[config.mk]
export PLATFORM = sky130hd
export DESIGN_NAME = rf_dbg_master
export DESIGN_NICKNAME = d
export VERILOG_FILES = /design/src/rtl/rf_dbg_pkg.sv /design/src/rtl/rf_dbg_master.sv
export SDC_FILE = /design/constraint.sdc
export NUM_CORES = 1
export LEC_CHECK = 0
export ABC_AREA = 1
export BUFFER_PORTS_ARGS = -buffer_cell sky130_fd_sc_hd__buf_2
export CORE_MARGIN = 2
export CORE_UTILIZATION = 49
export DETAILED_ROUTE_END_ITERATION = 12
export GPL_TIMING_DRIVEN = 1
export PLACE_DENSITY = 0.79
export SKIP_LAST_GASP = 1
export SLEW_MARGIN = 10
export SYNTH_ARGS = -nofsm -noshare
export SYNTH_HDL_FRONTEND = slang
export SYNTH_SLANG_ARGS = --single-unit
[constraint.sdc]
create_clock -name clk -period 1.6 [get_ports clk]
set_input_delay 0.16 -clock clk [delete_from_list [all_inputs] [get_ports clk]]
set_output_delay 0.16 -clock clk [all_outputs]
set_load 0.1 [all_outputs]
[src/rtl/rf_dbg_pkg.sv]
// Shared types and sizing for the register-file debug master and the register file it drives.
package rf_dbg_pkg;

  localparam int unsigned NREG = 8;
  localparam int unsigned DW   = 8;
  localparam int unsigned AW   = $clog2(NREG);

  typedef enum logic [1:0] {
    RD   = 2'd0,
    WR   = 2'd1,
    MOV  = 2'd2,
    DUMP = 2'd3
  } op_e;

  typedef enum logic [1:0] {
    IDLE = 2'd0,
    EXEC = 2'd1,
    RSP  = 2'd2
  } state_e;

endpackage

[src/rtl/rf_dbg_master.sv]
// Command-driven initiator for register-file write port 3, move port 4 and read port 1.
// Executes RD/WR/MOV/DUMP commands and returns read data over a valid/ready response channel.
module rf_dbg_master #(
  parameter int unsigned NREG = rf_dbg_pkg::NREG,
  parameter int unsigned DW   = rf_dbg_pkg::DW,
  parameter int unsigned AW   = rf_dbg_pkg::AW
) (
  input  logic          clk,
  input  logic          reset_n,
  input  logic          cmd_valid,
  output logic          cmd_ready,
  input  logic [1:0]    cmd_op,
  input  logic [AW-1:0] cmd_dst,
  input  logic [AW-1:0] cmd_src,
  input  logic [DW-1:0] cmd_data,
  output logic          rsp_valid,
  input  logic          rsp_ready,
  output logic [DW-1:0] rsp_data,
  output logic [AW-1:0] rsp_addr,
  output logic          rsp_last,
  output logic          busy,
  output logic          rf_we3,
  output logic          rf_we4,
  output logic [AW-1:0] rf_ra1,
  output logic [AW-1:0] rf_wa3,
  output logic [AW-1:0] rf_wa4,
  output logic [DW-1:0] rf_wd3,
  input  logic [DW-1:0] rf_rd1
);
  import rf_dbg_pkg::*;

  localparam int unsigned IW = AW + 1;

  state_e        state_q;
  state_e        state_d;
  op_e           op_q;
  logic [IW-1:0] idx_q;
  logic          accept_c;
  logic          reads_c;

  assign reads_c = (op_q == RD) || (op_q == DUMP);

  // State register
  always_ff @(posedge clk or negedge reset_n) begin
    if (!reset_n) begin
      state_q <= IDLE;
    end else begin
      state_q <= state_d;
    end
  end

  // Next-state logic
  always_comb begin
    state_d  = state_q;
    accept_c = 1'b0;
    case (state_q)
      IDLE: begin
        if (cmd_valid) begin
          accept_c = 1'b1;
          state_d  = EXEC;
        end
      end
      EXEC:    state_d = reads_c ? RSP : IDLE;
      RSP: begin
        if (rsp_ready) begin
          state_d = rsp_last ? IDLE : EXEC;
        end
      end
      default: state_d = IDLE;
    endcase
  end

  // Handshake/status outputs registered from the next state so they track the FSM exactly
  always_ff @(posedge clk or negedge reset_n) begin
    if (!reset_n) begin
      cmd_ready <= 1'b1;
      busy      <= 1'b0;
      rsp_valid <= 1'b0;
    end else begin
      cmd_ready <= (state_d == IDLE);
      busy      <= (state_d != IDLE);
      rsp_valid <= (state_d == RSP);
    end
  end

  // Command latch, register-file drive and response capture
  always_ff @(posedge clk or negedge reset_n) begin
    if (!reset_n) begin
      op_q     <= RD;
      idx_q    <= '0;
      rf_we3   <= 1'b0;
      rf_we4   <= 1'b0;
      rf_ra1   <= '0;
      rf_wa3   <= '0;
      rf_wa4   <= '0;
      rf_wd3   <= '0;
      rsp_data <= '0;
      rsp_addr <= '0;
      rsp_last <= 1'b0;
    end else begin
      rf_we3 <= 1'b0;
      rf_we4 <= 1'b0;
      case (state_q)
        IDLE: begin
          if (accept_c) begin
            op_q  <= op_e'(cmd_op);
            idx_q <= '0;
            case (op_e'(cmd_op))
              WR: begin
                rf_we3 <= 1'b1;
                rf_wa3 <= cmd_dst;
                rf_wd3 <= cmd_data;
              end
              MOV: begin
                rf_we4 <= 1'b1;
                rf_wa4 <= cmd_dst;
                rf_ra1 <= cmd_src;
              end
              RD:      rf_ra1 <= cmd_src;
              default: rf_ra1 <= '0;
            endcase
          end
        end
        EXEC: begin
          if (reads_c) begin
            rsp_data <= rf_rd1;
            rsp_addr <= rf_ra1;
            rsp_last <= (op_q == RD) || (idx_q == IW'(NREG - 1));
          end
        end
        RSP: begin
          // Only a DUMP can be in RSP without rsp_last; step to the next register
          if (rsp_ready && !rsp_last) begin
            idx_q  <= idx_q + IW'(1);
            rf_ra1 <= AW'(idx_q + IW'(1));
          end
        end
        default: ;
      endcase
    end
  end

endmodule

==> results of run 1 <==
kinds of logic after synthesis:
group / after synthesis
flops: 42
compound gates: 9
simple gates: 127
buf+inv: 22
fa+ha+maj: 2
metal layers:
metal | vias to the layer above | track usage, %
met5 | - | 0
met4 | 0 | 7.609
met3 | 7 | 5.986
met2 | 58 | 32.16
met1 | 690 | 24.91
li1 | 775 | -
repair_timing:
action | 4_1_cts | 5_1_grt
endpoints found under the hold margin | 25 | 5
buffers inserted | 0 | 0
hold buffers | 10 | 5
endpoints found under the setup margin | 0 | 0
through the flow:
stage / hold slack [ns] / cells / instance area (µm²)
2_1_floorplan: -0.1356 / 202 / 1758
3_3_place_gp: 0.1030 / 307 / 2117
3_5_place_dp: 0.1088 / 307 / 2117
4_1_cts: 0.0009692 / 325 / 2281
5_1_grt: 0.007454 / 330 / 2331
6_report: 0.005605 / 330 / 2331
final cells by class:
cell class	count	area (µm²)	area share, %
Clock buffer	6	51.30	2.201
Clock inverter	2	12.51	0.5368
Inverter	18	70.07	3.006
Multi-Input combinational cell	138	604.3	25.93
Sequential cell	42	1052	45.14
Tap cell	46	57.56	2.469
Timing Repair Buffer	78	483.0	20.72
registers in the layout, indices dropped and copies added, names as in the netlist, 3 cells and up:
register / flops
rf_wd3: 8
rsp_data: 8
idx_q: 4
rf_ra1: 3
rf_wa3: 3
rf_wa4: 3
rsp_addr: 3
layout by cell type, fill, tap and decap left out, types with 2 or more instances in the layout:
cell	Yosys	layout
dlygate4sd3_1	0	15
dfrtp_1	41	41
inv_1	14	14
nor2_1	8	8
inv_2	3	3
nand2_4	2	2
nand2_2	3	3
nor2_2	3	3
nand2_1	98	98
o21ai_0	8	8
nand3_1	11	11
buf_2	1	61
clkbuf_4	0	5
ha_1	2	2
worst min path at each step:
| stage | slack, ns | cells after the start | endpoint | start |
|---|---|---|---|---|
| floorplan | -0.14 | 0 | busy | reset_n |
| global placement | 0.10 | 1 | rf_wa4[2] | reset_n |
| detailed placement | 0.11 | 1 | rf_wa4[0] | reset_n |
| CTS | 0.001 | 3 | rsp_data[3] | rf_rd1[3] |
| global route | 0.007 | 3 | rsp_data[4] | rf_rd1[4] |
| finish | 0.006 | 3 | rsp_data[3] | rf_rd1[3] |
==> impl_metrics.ini, run 1 <==
[worst_setup_path]
start_kind = flop
endpoint_kind = output port
r2r-start = op_q[0]
arrival_ns = 1.27
reg2reg_to = rsp_last
cp.required_ns = 1.44
crit_buf_inv = 1
critPathTopFamily = flip-flops
max_stage_delay_ns = 0.52
cp-endpoint = cmd_ready
cp_num_cells = 1
startpoint = cmd_ready
reg2reg_slack_ns = 0.23
reg2reg_depth = 7
worst_path_max_delay_cell = dfstp_2
cp_max_fo = 1
worstSetupPathType = flop to output port
path_cells = buf_2

[synthesis]
synth-compound-area-share_pct = 2.562
synth_top_cell_by_area = dfrtp_1
synth_commonest_cells = nand2_1 (98), dfrtp_1 (41), inv_1 (14), nand3_1 (11)
synth.avg_cell_area_um2 = 8.703
synth-simple-area-share_pct = 30.39
synth-seq-cells = 42
synthMostInstantiatedCell = nand2_1
synthArstFlopShare_pct = 100.0
yosysWarnings = 0
synth_top_family_by_area = simple AND/OR/NAND/NOR gates
syn_inst = 202
synth_edf_count = 0
syn_nets = 232
yosysUniqueCellTypes = 19
ys.flop_type = dfrtp_1
syn_area_mm2 = 0.001758
synth_top_area_share_pct = 58.36
ys_seq_area_share_pct = 59.86
synth.area.mux_share_pct = 0
synthAdderAreaFrac_pct = 1.423
synth_xor_area_share_pct = 0
yosys-top-cells-area = dfrtp_1 (58%), nand2_1 (21%), nand3_1 (3.1%)

[clock_network]
cts.path.max_buffers = 2
htree_levels = 2
cts_root_buffer = clkbuf_4
clock_sinks = 42
cts_resized = 0
path_clk_slew_ns = 0.11
insertion_delay_ns = 0.35
cts_buffers = 5
cts_tree = done

[layout]
diodes = 0
syn2layout_area_growth_pct = 32.60
nFillCells = 279
fin_nets = 313
final_core_util_pct = 68.77
drive_gt1_share_pct = 30.28

[placement]
gp_congestion = 0.8425
dp_hpwl_mm = 2.623
io_buffers = 61
pre_cts_ws_ns = 0.2724

[route]
drt_first_pass_iters = 4
top_layer_used = met4
met3WireLength_um = 247
vias_per_cell = 4.636
dr_total_vias = 1530
drc = 0
wl_met1_mm = 1.625
routedWlPerCell_um = 11.62
detail-route-antenna-nets = 0
routed_wirelength_mm = 3.834
first_iter_violations = 78
routed-wl-met2_mm = 1.889

[floorplan]
initial_core_util_pct = 51.86
die_area_mm2 = 0.004083
die_y_um = 63.90
io_pins = 62
rows = 21
core_mm2 = 0.003390
die-width_um = 63.90

[global_route]
grt_start_max_net_pins = 27
globalRouteOverflowTotal = 0
grt_pass1_vias = 1389
grt_pass1_wl_mm = 6.189
grt.total_usage_pct = 19.82
antenna_found_initial = 0

[outcome]
outcome = finished clean

[timing]
timing.final.ws_setup_ns = 0.1661
finalCriticalPeriod_ns = 1.434
finalSetupTns_ns = 0
finalSetupViolCount = 0
slew_violations = 0
finalHoldViolCount = 0
fin_crit_sh_pct = 89.62
maxSlewHeadroom_pct = 66.35
worstMarginPinSlew_ns = 0.5082
rsz0062_at_grt = no
finClkSkew_ns = 0.01386
max_freq_ghz = 0.6974

[min_path]
hp-class = input port to flop

[flow_run]
maxCapViolations = 0
Power of run 1 is left out: the tool's default activity adds up to more than one toggle a clock period on the data nets, which glitch-free logic cannot reach.
==> run 2: changes to the inputs <==
--- a/config.mk
+++ b/config.mk
@@ -11,7 +11,7 @@
 export CORE_UTILIZATION = 49
 export DETAILED_ROUTE_END_ITERATION = 12
 export GPL_TIMING_DRIVEN = 1
-export PLACE_DENSITY = 0.79
+export PLACE_DENSITY_LB_ADDON = 0.2
 export SKIP_LAST_GASP = 1
 export SLEW_MARGIN = 10
 export SYNTH_ARGS = -nofsm -noshare
==> run 2 against run 1 <==
Non-clock buffer count is 3 higher. Register-to-register slack better by 0.06 ns. Utilization is 0.89 points higher. Cell area is 1.3% higher. Setup slack worse by 0.014 ns. Largest cell class unchanged.
==> impl_metrics.ini, run 2 (synthesized netlist as in run 1, its figures left out) <==
[worst_setup_path]
startpoint = cmd_ready
reg2reg_depth = 7
critPathTopFamily = flip-flops
path_cells = buf_2
max_stage_delay_ns = 0.53
cp.required_ns = 1.44
r2r-start = op_q[1]
arrival_ns = 1.29
worstSetupPathType = flop to output port
start_kind = flop
reg2reg_to = rsp_last
crit_buf_inv = 1
worst_path_max_delay_cell = dfstp_2
cp_max_fo = 1
endpoint_kind = output port
reg2reg_slack_ns = 0.29

[timing]
timing.final.ws_setup_ns = 0.1522
finalHoldViolCount = 0
worstMarginPinSlew_ns = 0.6021
slew_violations = 0
finClkSkew_ns = 0.009522
finalSetupTns_ns = 0
maxSlewHeadroom_pct = 59.86
finalCriticalPeriod_ns = 1.448
max_freq_ghz = 0.6907
finalSetupViolCount = 0
rsz0062_at_grt = no
fin_crit_sh_pct = 90.49

[clock_network]
cts_tree = done
cts_buffers = 5
clock_sinks = 42
cts_resized = 0
htree_levels = 2
cts_root_buffer = clkbuf_4
insertion_delay_ns = 0.35
cts.path.max_buffers = 2
postCtsSetupBuffers = 0
path_clk_slew_ns = 0.12

[min_path]
hp-class = input port to flop
hp-start = cmd_dst[1]
hold_end = rf_wa3[1]
whs_path_depth = 3

[layout]
nFillCells = 263
syn2layout_area_growth_pct = 34.31
fin_nets = 316
diodes = 0
drive_gt1_share_pct = 29.97
most-common-layout-cells = nand2_1 (98), buf_2 (61), dfrtp_1 (41)
top_regs = rf_wd3 (8), rsp_data (8), idx_q (4)
layout_commonest_cell = nand2_1

[global_route]
grt_pass1_vias = 1516
grt_start_max_net_pins = 30
globalRouteOverflowTotal = 0
antenna_found_initial = 0
grt.total_usage_pct = 21.13
grt_pass1_wl_mm = 6.679

[floorplan]
io_pins = 62
rows = 21
core_mm2 = 0.003390
die_y_um = 63.90
die_area_mm2 = 0.004083
die-width_um = 63.90
initial_core_util_pct = 51.86

[placement]
pre_cts_ws_ns = 0.2993
dp_hpwl_mm = 2.778
gp_congestion = 0.8238
io_buffers = 61

[route]
routedWlPerCell_um = 11.47
first_iter_violations = 84
drt_first_pass_iters = 4
vias_per_cell = 4.664
routed_wirelength_mm = 3.821
drc = 0
dr_total_vias = 1553
detail-route-antenna-nets = 0

[flow_run]
maxCapViolations = 0

[outcome]
outcome = finished clean
[run 2: worst max path at each step]
stage / endpoint / depth (start not counted)
floorplan: busy / 5
global route: cmd_ready / 1
global placement: rsp_last / 7
finish: cmd_ready / 1
detailed placement: rsp_last / 7
CTS: cmd_ready / 1
[run 2: routing by layer]
| layer | GRT usage (%) | vias up | share of wire, % |
|---|---|---|---|
| met4 | 6.522 | 0 | 1.3 |
| li1 | - | 778 | - |
| met2 | 34.24 | 59 | 48 |
| met1 | 26.91 | 712 | 44 |
| met5 | 0 | - | 0 |
| met3 | 6.866 | 4 | 7.3 |
[run 2: cell type report]
class | instances | area, µm² | area share, %
flip-flops and latches | 42 | 1052 | 44.57
inverters | 18 | 70.07 | 2.968
well taps | 46 | 57.56 | 2.438
repair buffers | 81 | 498.0 | 21.09
clock buffers | 6 | 41.29 | 1.749
clock inverters | 2 | 37.54 | 1.590
multi-input cells | 138 | 604.3 | 25.60
[run 2: timing repair]
action                     4_1_cts  5_1_grt
hold buffers                     7       10
hold endpoints to repair        32       10
setup endpoints to repair        0        0
[run 2: through the flow]
step / hold WS, ns / utilization (%) / instance area, µm² / std cells
global route: 0.002819 / 69.66 / 2361 / 333
CTS: 0.0007910 / 66.70 / 2261 / 323
detailed placement: 0.2059 / 62.31 / 2112 / 308
floorplan: -0.1356 / - / 1758 / 202
finish: 0.007971 / 69.66 / 2361 / 333
global placement: 0.2038 / 62.31 / 2112 / 308
Power of run 2 is left out for the same reason.
